## config.mk

```make
export PLATFORM = sky130hd
export DESIGN_NAME = text_write_ctrl
export DESIGN_NICKNAME = d
export VERILOG_FILES = /design/src/rtl/txt_pkg.sv /design/src/rtl/txt_cursor.sv /design/src/rtl/text_write_ctrl.sv
export SDC_FILE = /design/constraint.sdc
export NUM_CORES = 1
export LEC_CHECK = 0
export CELL_PAD_IN_SITES_DETAIL_PLACEMENT = 0
export CELL_PAD_IN_SITES_GLOBAL_PLACEMENT = 2
export CORE_ASPECT_RATIO = 1.75
export CORE_MARGIN = 2
export CORE_UTILIZATION = 33
export CTS_CLUSTER_SIZE = 40
export DETAILED_ROUTE_END_ITERATION = 8
export PLACE_DENSITY = 0.85
export RECOVER_POWER = 25
export SLEW_MARGIN = 20
export SYNTH_ARGS = -nofsm -noshare
export SYNTH_HDL_FRONTEND = slang
export SYNTH_SLANG_ARGS = --single-unit
```

## constraint.sdc

```tcl
create_clock -name NCLK -period 2.05 [get_ports NCLK]
set_input_delay 0.41 -clock NCLK [delete_from_list [all_inputs] [get_ports NCLK]]
set_output_delay 0.41 -clock NCLK [all_outputs]
set_load 0.02 [all_outputs]
```

## src/rtl/txt_pkg.sv

```systemverilog
// Shared definitions for the text-screen RAM write controller.
// Covers command opcodes, the fill character and the controller state encoding.
package txt_pkg;

  localparam logic [1:0] OP_CHAR    = 2'b00;
  localparam logic [1:0] OP_NEWLINE = 2'b01;
  localparam logic [1:0] OP_CLEAR   = 2'b10;
  localparam logic [1:0] OP_HOME    = 2'b11;

  localparam logic [6:0] CH_SPACE = 7'h20;

  typedef enum logic [1:0] {
    ST_IDLE  = 2'd0,
    ST_WRITE = 2'd1,
    ST_CLEAR = 2'd2
  } state_e;

endpackage

```

## src/rtl/txt_cursor.sv

```systemverilog
// {row,col} raster counter with zero/newline/increment controls, wrapping at COLS/ROWS.
// Updates on the falling clock edge to match the text renderer.
module txt_cursor #(
  parameter int ROW_W = 5,
  parameter int COL_W = 6,
  parameter int ROWS  = 30,
  parameter int COLS  = 64
) (
  input  logic             clk,
  input  logic             rst_n,
  input  logic             zero,
  input  logic             newline,
  input  logic             inc,
  output logic [ROW_W-1:0] row,
  output logic [COL_W-1:0] col
);

  localparam logic [ROW_W-1:0] ROW_LAST = ROW_W'(ROWS - 1);
  localparam logic [COL_W-1:0] COL_LAST = COL_W'(COLS - 1);

  logic [ROW_W-1:0] row_next;

  // No scrolling: the bottom row wraps back to the top
  assign row_next = (row == ROW_LAST) ? '0 : row + 1'b1;

  always_ff @(negedge clk or negedge rst_n) begin
    if (!rst_n) begin
      row <= '0;
      col <= '0;
    end else if (zero) begin
      row <= '0;
      col <= '0;
    end else if (newline) begin
      row <= row_next;
      col <= '0;
    end else if (inc) begin
      if (col == COL_LAST) begin
        col <= '0;
        row <= row_next;
      end else begin
        col <= col + 1'b1;
      end
    end
  end

endmodule

```

## src/rtl/text_write_ctrl.sv

```systemverilog
// Write-side controller for the text character RAM: accepts commands, tracks the cursor
// and issues RAM writes only while the display is blanked; also runs full-screen clears.
module text_write_ctrl
  import txt_pkg::*;
#(
  parameter int ROW_W          = 5,
  parameter int COL_W          = 6,
  parameter int ROWS           = 30,
  parameter int COLS           = 64,
  parameter bit CLEAR_ON_RESET = 1'b1
) (
  input  logic                   NCLK,
  input  logic                   NRST,
  input  logic                   BLANK,
  input  logic                   CMD_VALID,
  output logic                   CMD_READY,
  input  logic [1:0]             CMD_OP,
  input  logic [6:0]             CMD_CHAR,
  output logic                   RAM_WE,
  output logic [ROW_W+COL_W-1:0] RAM_WADDR,
  output logic [6:0]             RAM_WDATA,
  output logic [ROW_W-1:0]       CUR_ROW,
  output logic [COL_W-1:0]       CUR_COL,
  output logic                   BUSY
);

  localparam state_e RST_STATE = CLEAR_ON_RESET ? ST_CLEAR : ST_IDLE;
  localparam logic [ROW_W-1:0] ROW_LAST = ROW_W'(ROWS - 1);
  localparam logic [COL_W-1:0] COL_LAST = COL_W'(COLS - 1);

  state_e                 state_q, state_d;
  logic [6:0]             char_q;
  logic                   ld_char;
  logic                   accept;
  logic                   cur_zero, cur_nl, cur_inc;
  logic                   clr_zero, clr_inc;
  logic [ROW_W-1:0]       clr_row;
  logic [COL_W-1:0]       clr_col;
  logic                   clr_last;
  logic                   wr_en;
  logic [ROW_W+COL_W-1:0] wr_addr;
  logic [6:0]             wr_data;

  assign CMD_READY = (state_q == ST_IDLE);
  assign BUSY      = (state_q != ST_IDLE);
  assign accept    = CMD_VALID && (state_q == ST_IDLE);
  assign clr_last  = (clr_row == ROW_LAST) && (clr_col == COL_LAST);

  txt_cursor #(.ROW_W(ROW_W), .COL_W(COL_W), .ROWS(ROWS), .COLS(COLS)) u_cursor (
    .clk     (NCLK),
    .rst_n   (NRST),
    .zero    (cur_zero),
    .newline (cur_nl),
    .inc     (cur_inc),
    .row     (CUR_ROW),
    .col     (CUR_COL)
  );

  txt_cursor #(.ROW_W(ROW_W), .COL_W(COL_W), .ROWS(ROWS), .COLS(COLS)) u_clear (
    .clk     (NCLK),
    .rst_n   (NRST),
    .zero    (clr_zero),
    .newline (1'b0),
    .inc     (clr_inc),
    .row     (clr_row),
    .col     (clr_col)
  );

  always_comb begin
    state_d  = state_q;
    ld_char  = 1'b0;
    cur_zero = 1'b0;
    cur_nl   = 1'b0;
    cur_inc  = 1'b0;
    clr_zero = 1'b0;
    clr_inc  = 1'b0;
    wr_en    = 1'b0;
    wr_addr  = {CUR_ROW, CUR_COL};
    wr_data  = char_q;
    unique case (state_q)
      ST_IDLE: begin
        if (accept) begin
          unique case (CMD_OP)
            OP_CHAR: begin
              ld_char = 1'b1;
              state_d = ST_WRITE;
            end
            OP_NEWLINE: cur_nl = 1'b1;
            OP_CLEAR: begin
              clr_zero = 1'b1;
              state_d  = ST_CLEAR;
            end
            default: cur_zero = 1'b1;
          endcase
        end
      end
      // Writes wait for blanking; the display owns the RAM during active video
      ST_WRITE: begin
        if (BLANK) begin
          wr_en   = 1'b1;
          cur_inc = 1'b1;
          state_d = ST_IDLE;
        end
      end
      ST_CLEAR: begin
        if (BLANK) begin
          wr_en   = 1'b1;
          wr_addr = {clr_row, clr_col};
          wr_data = CH_SPACE;
          clr_inc = 1'b1;
          if (clr_last) begin
            cur_zero = 1'b1;
            state_d  = ST_IDLE;
          end
        end
      end
      default: state_d = ST_IDLE;
    endcase
  end

  always_ff @(negedge NCLK or negedge NRST) begin
    if (!NRST) begin
      state_q   <= RST_STATE;
      RAM_WE    <= 1'b0;
      RAM_WADDR <= '0;
      RAM_WDATA <= '0;
    end else begin
      state_q <= state_d;
      RAM_WE  <= wr_en;
      if (wr_en) begin
        RAM_WADDR <= wr_addr;
        RAM_WDATA <= wr_data;
      end
    end
  end

  always_ff @(negedge NCLK) begin
    if (ld_char) char_q <= CMD_CHAR;
  end

endmodule

```

# After elaboration in Yosys (flattened, before gate mapping)
# Index checks and enable logic that the tools add are counted.
# W data, S select, Z words.
# totals
reg_bits	50
inputBits	13
output_inout_bits	32
# op_classes
add_sub_neg	4
n_eq_ne	13
muxes	44
reduce_logical	14
# op_table
cell	count
$mux W5	9
$mux W6	7
$mux W11	2
$mux W1	17
$mux W7	2
$add A6 B1 Y6 const B	2
$eq A6 B6 Y1 const B	2
$add A5 B1 Y5 const B	2
$eq A5 B5 Y1 const B	2
$mux W2	4
$ne A2 B2 Y1 const B	3
$pmux W2 S3	1
$reduce_bool A2 Y1	3
$reduce_bool A3 Y1	2
$reduce_and A5 Y1	1
$eq A2 B1 Y1 const B	2
$eq A2 B2 Y1 const B	2
$logic_not A2 Y1	2
$pmux W2 S2	1
$reduce_and A2 Y1	2
$ne A3 B1 Y1 const B	1
$reduce_or A3 Y1	1
$logic_and A1 B1 Y1	2
$ne A2 B1 Y1 const B	1
other kinds (2)	2

# Depth between registers and ports, before layout
# depth
ltp_word	7
depth_mapped	8
mapped_depth_nobuf	7

# By module
# From an unflattened synthesis, not the netlist that was laid out.
# hier_totals
hier_cells	246
hier_area_um2	2491.1
# by_module_without_submodules
mod	instances	cells_each	area_per_inst_um2
text_write_ctrl	1	120	1260.0
txt_cursor	2	63	615.6

==> run_results.csv <==
group,metric,value,unit
synth,synth-seq-cells,50,
finish,num-fill-cells,653,
synth,syn-cell-area,0.00246,mm2
synth,yosysSeqAreaShare,52.3,%
synth,synth-edff-count,7,
synth,synth.top_cells.by_count,"sky130_fd_sc_hd__dfrtn_1 (42), sky130_fd_sc_hd__nand2_1 (42), sky130_fd_sc_hd__o21ai_0 (24)",
synth,dominantRegCellSynth,"sky130_fd_sc_hd__dfrtn_1",
worst_setup_path,critical_path.cell_chain,"inv_2, ha_4, inv_4, buf_6",
synth,yosys_warnings,0,
global_route,grt_util_all_layers,16.7,%
floorplan,initial_cell_density_of_the_core,34.0,%
global_route,vias_in_the_first_global_route,2221,
finish,core_utilization_of_the_finished_layout,54.7,%
synth,synth_cells,245,
global_route,grt_antenna_before_repair,0,
global_route,maximum_number_of_pins_on_one_net_before_global_route_repair,38,
sta,relSlewSlack,61.1,%
flow_run,drv.max_cap_violation_count,0,
routing,route.detailed.drc,0,
floorplan,io_pins,45,
worst_setup_path,buf_inv_on_cp,3,
finish,drive_above_1_share,43.7,%
floorplan,core-area,0.00723,mm2
worst_setup_path,data_arrival_time_of_the_worst_path,2290,ps
power_and_ir_drop,finalPower,4.66,mW
synth,synth_top_area_cell,"sky130_fd_sc_hd__dfrtn_1",
routing,post_detailed_routing_wire_length,6470,um
global_route,grt_first_pass_wirelength,10800,um
floorplan,floorplan.die_area,0.00820,mm2
clock_network,clkTransAtPathRegs,50,ps
floorplan,rows,41,
synth,synthAdderAreaFrac,4.57,%
synth,async_flop_share,86.0,%
placement,preCtsSetupSlack,-1040,ps
clock_network,post_cts_hold_buffer_count,0,
clock_network,clkSinkCount,50,
clock_network,cts.htree.levels,2,
worst_setup_path,criticalPathCategory,"reg -> out",
clock_network,cts_max_path_buffers,2,
synth,post-synth-top-area-fraction,42.7,%
sta,post-route-worst-setup-slack,-653,ps
placement,place_inst,407,
clock_network,tritoncts.num_buffers,5,
sta,fin_hold_ws,444,ps
worst_setup_path,slowest_stage,"sky130_fd_sc_hd__dfstp_2",
routing,number_of_nets_with_antenna_violations_after_detailed_routing,0,
synth,synth_compound_gate_area_share,12.7,%
synth,syn_nets,267,
sta,final-hold-violation-count,0,
global_route,grt_overflow_total,0,
floorplan,die_y,118,um
worst_setup_path,critical_path.top_delay_family,"flip-flops",
routing,drtPass1Iterations,4,
synth,synth.top_cells.by_area,"sky130_fd_sc_hd__dfrtn_1 (43%), sky130_fd_sc_hd__edfxtp_1 (8.5%), sky130_fd_sc_hd__nand2_1 (6.4%)",
worst_setup_path,kind_of_end_point_of_the_critical_path,"output pin",
routing,drt-vias-per-instance,4.87,
placement,place.port_buffers,44,
synth,synth_top_family_by_area,"simple AND/OR/NAND/NOR gates",
clock_network,worst_skew_pair_later_pin_latency,360,ps
finish,area.growth.synth_to_final,60.8,%
finish,regArea,0.00129,mm2
placement,hpwlAfterDp,4650,um
synth,synthMuxAreaShare,4.47,%
sta,slew_viol_final,0,
finish,nNetsFinal,387,
routing,detailedRoute.firstIterationViolations,99,
worst_setup_path,critical_path_required,1640,ps
power_and_ir_drop,p_leak,1.81,nW
placement,routabilityCongestion,0.820,
synth,syn_area_per_cell,10.1,um2
worst_setup_path,worst_path_largest_cell_delay,530,ps
finish,diode_count,0,
finish,multi_input_area,0.00131,mm2
power_and_ir_drop,power_per_cell_area,1180,mW/mm2
sta,setup-violations-final,45,
synth,synthDistinctLibCells,45,
worst_setup_path,start_kind,"register",
sta,rsz_0062_raised_after_global_routing,"true",
routing,vias,2201,
power_and_ir_drop,ir_drop,0.000517,V
synth,yosys.area_share.simple,20.5,%
routing,routed_length_per_placed_instance,14.3,um
run_status,violations,"negative setup slack",
worst_setup_path,worst-path-max-fanout,3,
synth,synth-xor-area-share,2.49,%
floorplan,dieWidth,69.3,um
finish,count_of_non_filler_cells_in_the_finished_layout,452,
worst_hold_path,timing.hold.worst.class,"reg -> reg",
clock_network,cts_tree,"done",
run_status,outcome,"finished with violations",
sta,tightest_slew,584,ps
sta,clock-skew-final,52.4,ps
clock_network,clock_tree.root_cell,"sky130_fd_sc_hd__clkbuf_16",
flip-flops by register name, indices dropped and copies added (netlist names):
name          cells
RAM_WDATA         7
RAM_WADDR        11
state_q           2
u_clear.row       5
RAM_WE            1
u_clear.col       6
u_cursor.row      5
char_q            7
u_cursor.col      6
power breakdown:
| part | switching [mW] | leakage (nW) | internal [mW] |
|---|---|---|---|
| clock network | 0.417 | 0.117 | 0.478 |
| logic | 1.13 | 1.06 | 1.22 |
| registers | 0.151 | 0.638 | 1.26 |
| total | 1.70 | 1.81 | 2.96 |
cells by family after synthesis:
group / count (synthesis)
AND/OR/NAND/NOR: 99
AO/OA/AOI/OAI: 52
flip-flops: 50
buffers and inverters: 17
multiplexers: 11
adder cells (fa/ha/maj): 9
XOR/XNOR: 7
layout by cell type (no fill, tap or decap), types with 2 or more instances in the layout:
master	n
sky130_fd_sc_hd__nor3_2	2
sky130_fd_sc_hd__inv_1	14
sky130_fd_sc_hd__nor2_2	4
sky130_fd_sc_hd__nand4_1	5
sky130_fd_sc_hd__o21ai_2	2
sky130_fd_sc_hd__nand2b_1	7
sky130_fd_sc_hd__inv_4	2
sky130_fd_sc_hd__nand3_2	2
sky130_fd_sc_hd__buf_4	59
sky130_fd_sc_hd__clkdlybuf4s50_1	7
sky130_fd_sc_hd__xor2_1	6
sky130_fd_sc_hd__nor3_1	5
sky130_fd_sc_hd__clkinv_4	2
sky130_fd_sc_hd__o21ai_0	23
sky130_fd_sc_hd__nor2_1	10
sky130_fd_sc_hd__clkbuf_16	5
sky130_fd_sc_hd__nand3_1	4
sky130_fd_sc_hd__o22ai_2	2
sky130_fd_sc_hd__nand2_1	37
sky130_fd_sc_hd__dfrtn_1	42
sky130_fd_sc_hd__nand2_8	2
sky130_fd_sc_hd__nand2_4	4
sky130_fd_sc_hd__ha_1	8
sky130_fd_sc_hd__or3_1	2
sky130_fd_sc_hd__or2_4	2
sky130_fd_sc_hd__edfxtp_1	7
sky130_fd_sc_hd__mux2i_1	10
sky130_fd_sc_hd__a21oi_2	9
sky130_fd_sc_hd__buf_6	43
sky130_fd_sc_hd__a21oi_1	5
final cells by class:
cell class / instances / share of cell area, %
Sequential cell: 50 / 32.5
Multi-Input combinational cell: 178 / 33.0
Tap cell: 86 / 2.72
Clock inverter: 11 / 1.36
Clock buffer: 5 / 3.16
Timing Repair Buffer: 114 / 26.4
Inverter: 8 / 0.821
path summary, 6_finish.rpt:
path / cells after the start / slack, ps / startpoint / endpoint
max: 4 / -650 / state_q[1]$_DFFE_NN1P_ / BUSY
min: 2 / 440 / char_q[0]$_DFFE_NP_ / RAM_WDATA[0]$_DFFE_NN0P_
max reg2reg: 7 / -20 / state_q[1]$_DFFE_NN1P_ / u_cursor.row[2]$_DFFE_NN0P_
min reg2reg: 2 / 440 / char_q[0]$_DFFE_NP_ / RAM_WDATA[0]$_DFFE_NN0P_
max in group asynchronous: 2 / 230 / NRST / RAM_WE$_DFF_NN0_
min in group asynchronous: 1 / 900 / NRST / RAM_WDATA[2]$_DFFE_NN0P_
worst min-delay path, delay by kind of cell, from the launching register on:
kind	cells	cell delay [ps]
simple gates	1	50
compound gates	1	120
flops	1	310
per-stage QoR:
step	instance area [um2]	setup TNS (ps)
after floorplan	2580	-8710
after global placement	3390	-53520
after detailed placement	3390	-54870
after CTS	3880	-10120
after global routing	3960	-11610
final	3960	-10410
metal layers:
metal	global-route usage [%]	vias up	wire, um
li1	-	1101	-
met1	19.2	1065	2710
met2	30.5	28	3500
met3	2.56	7	140
met4	6.25	0	112
met5	0	-	0
what timing repair did:
action	CTS	global route
pin swaps	18	6
setup buffers	21	12
endpoints found under the hold margin	0	0
cloned	1	0
setup endpoints to repair	82	62
resized for setup	241	13
Power figures use the tool's default switching activity.
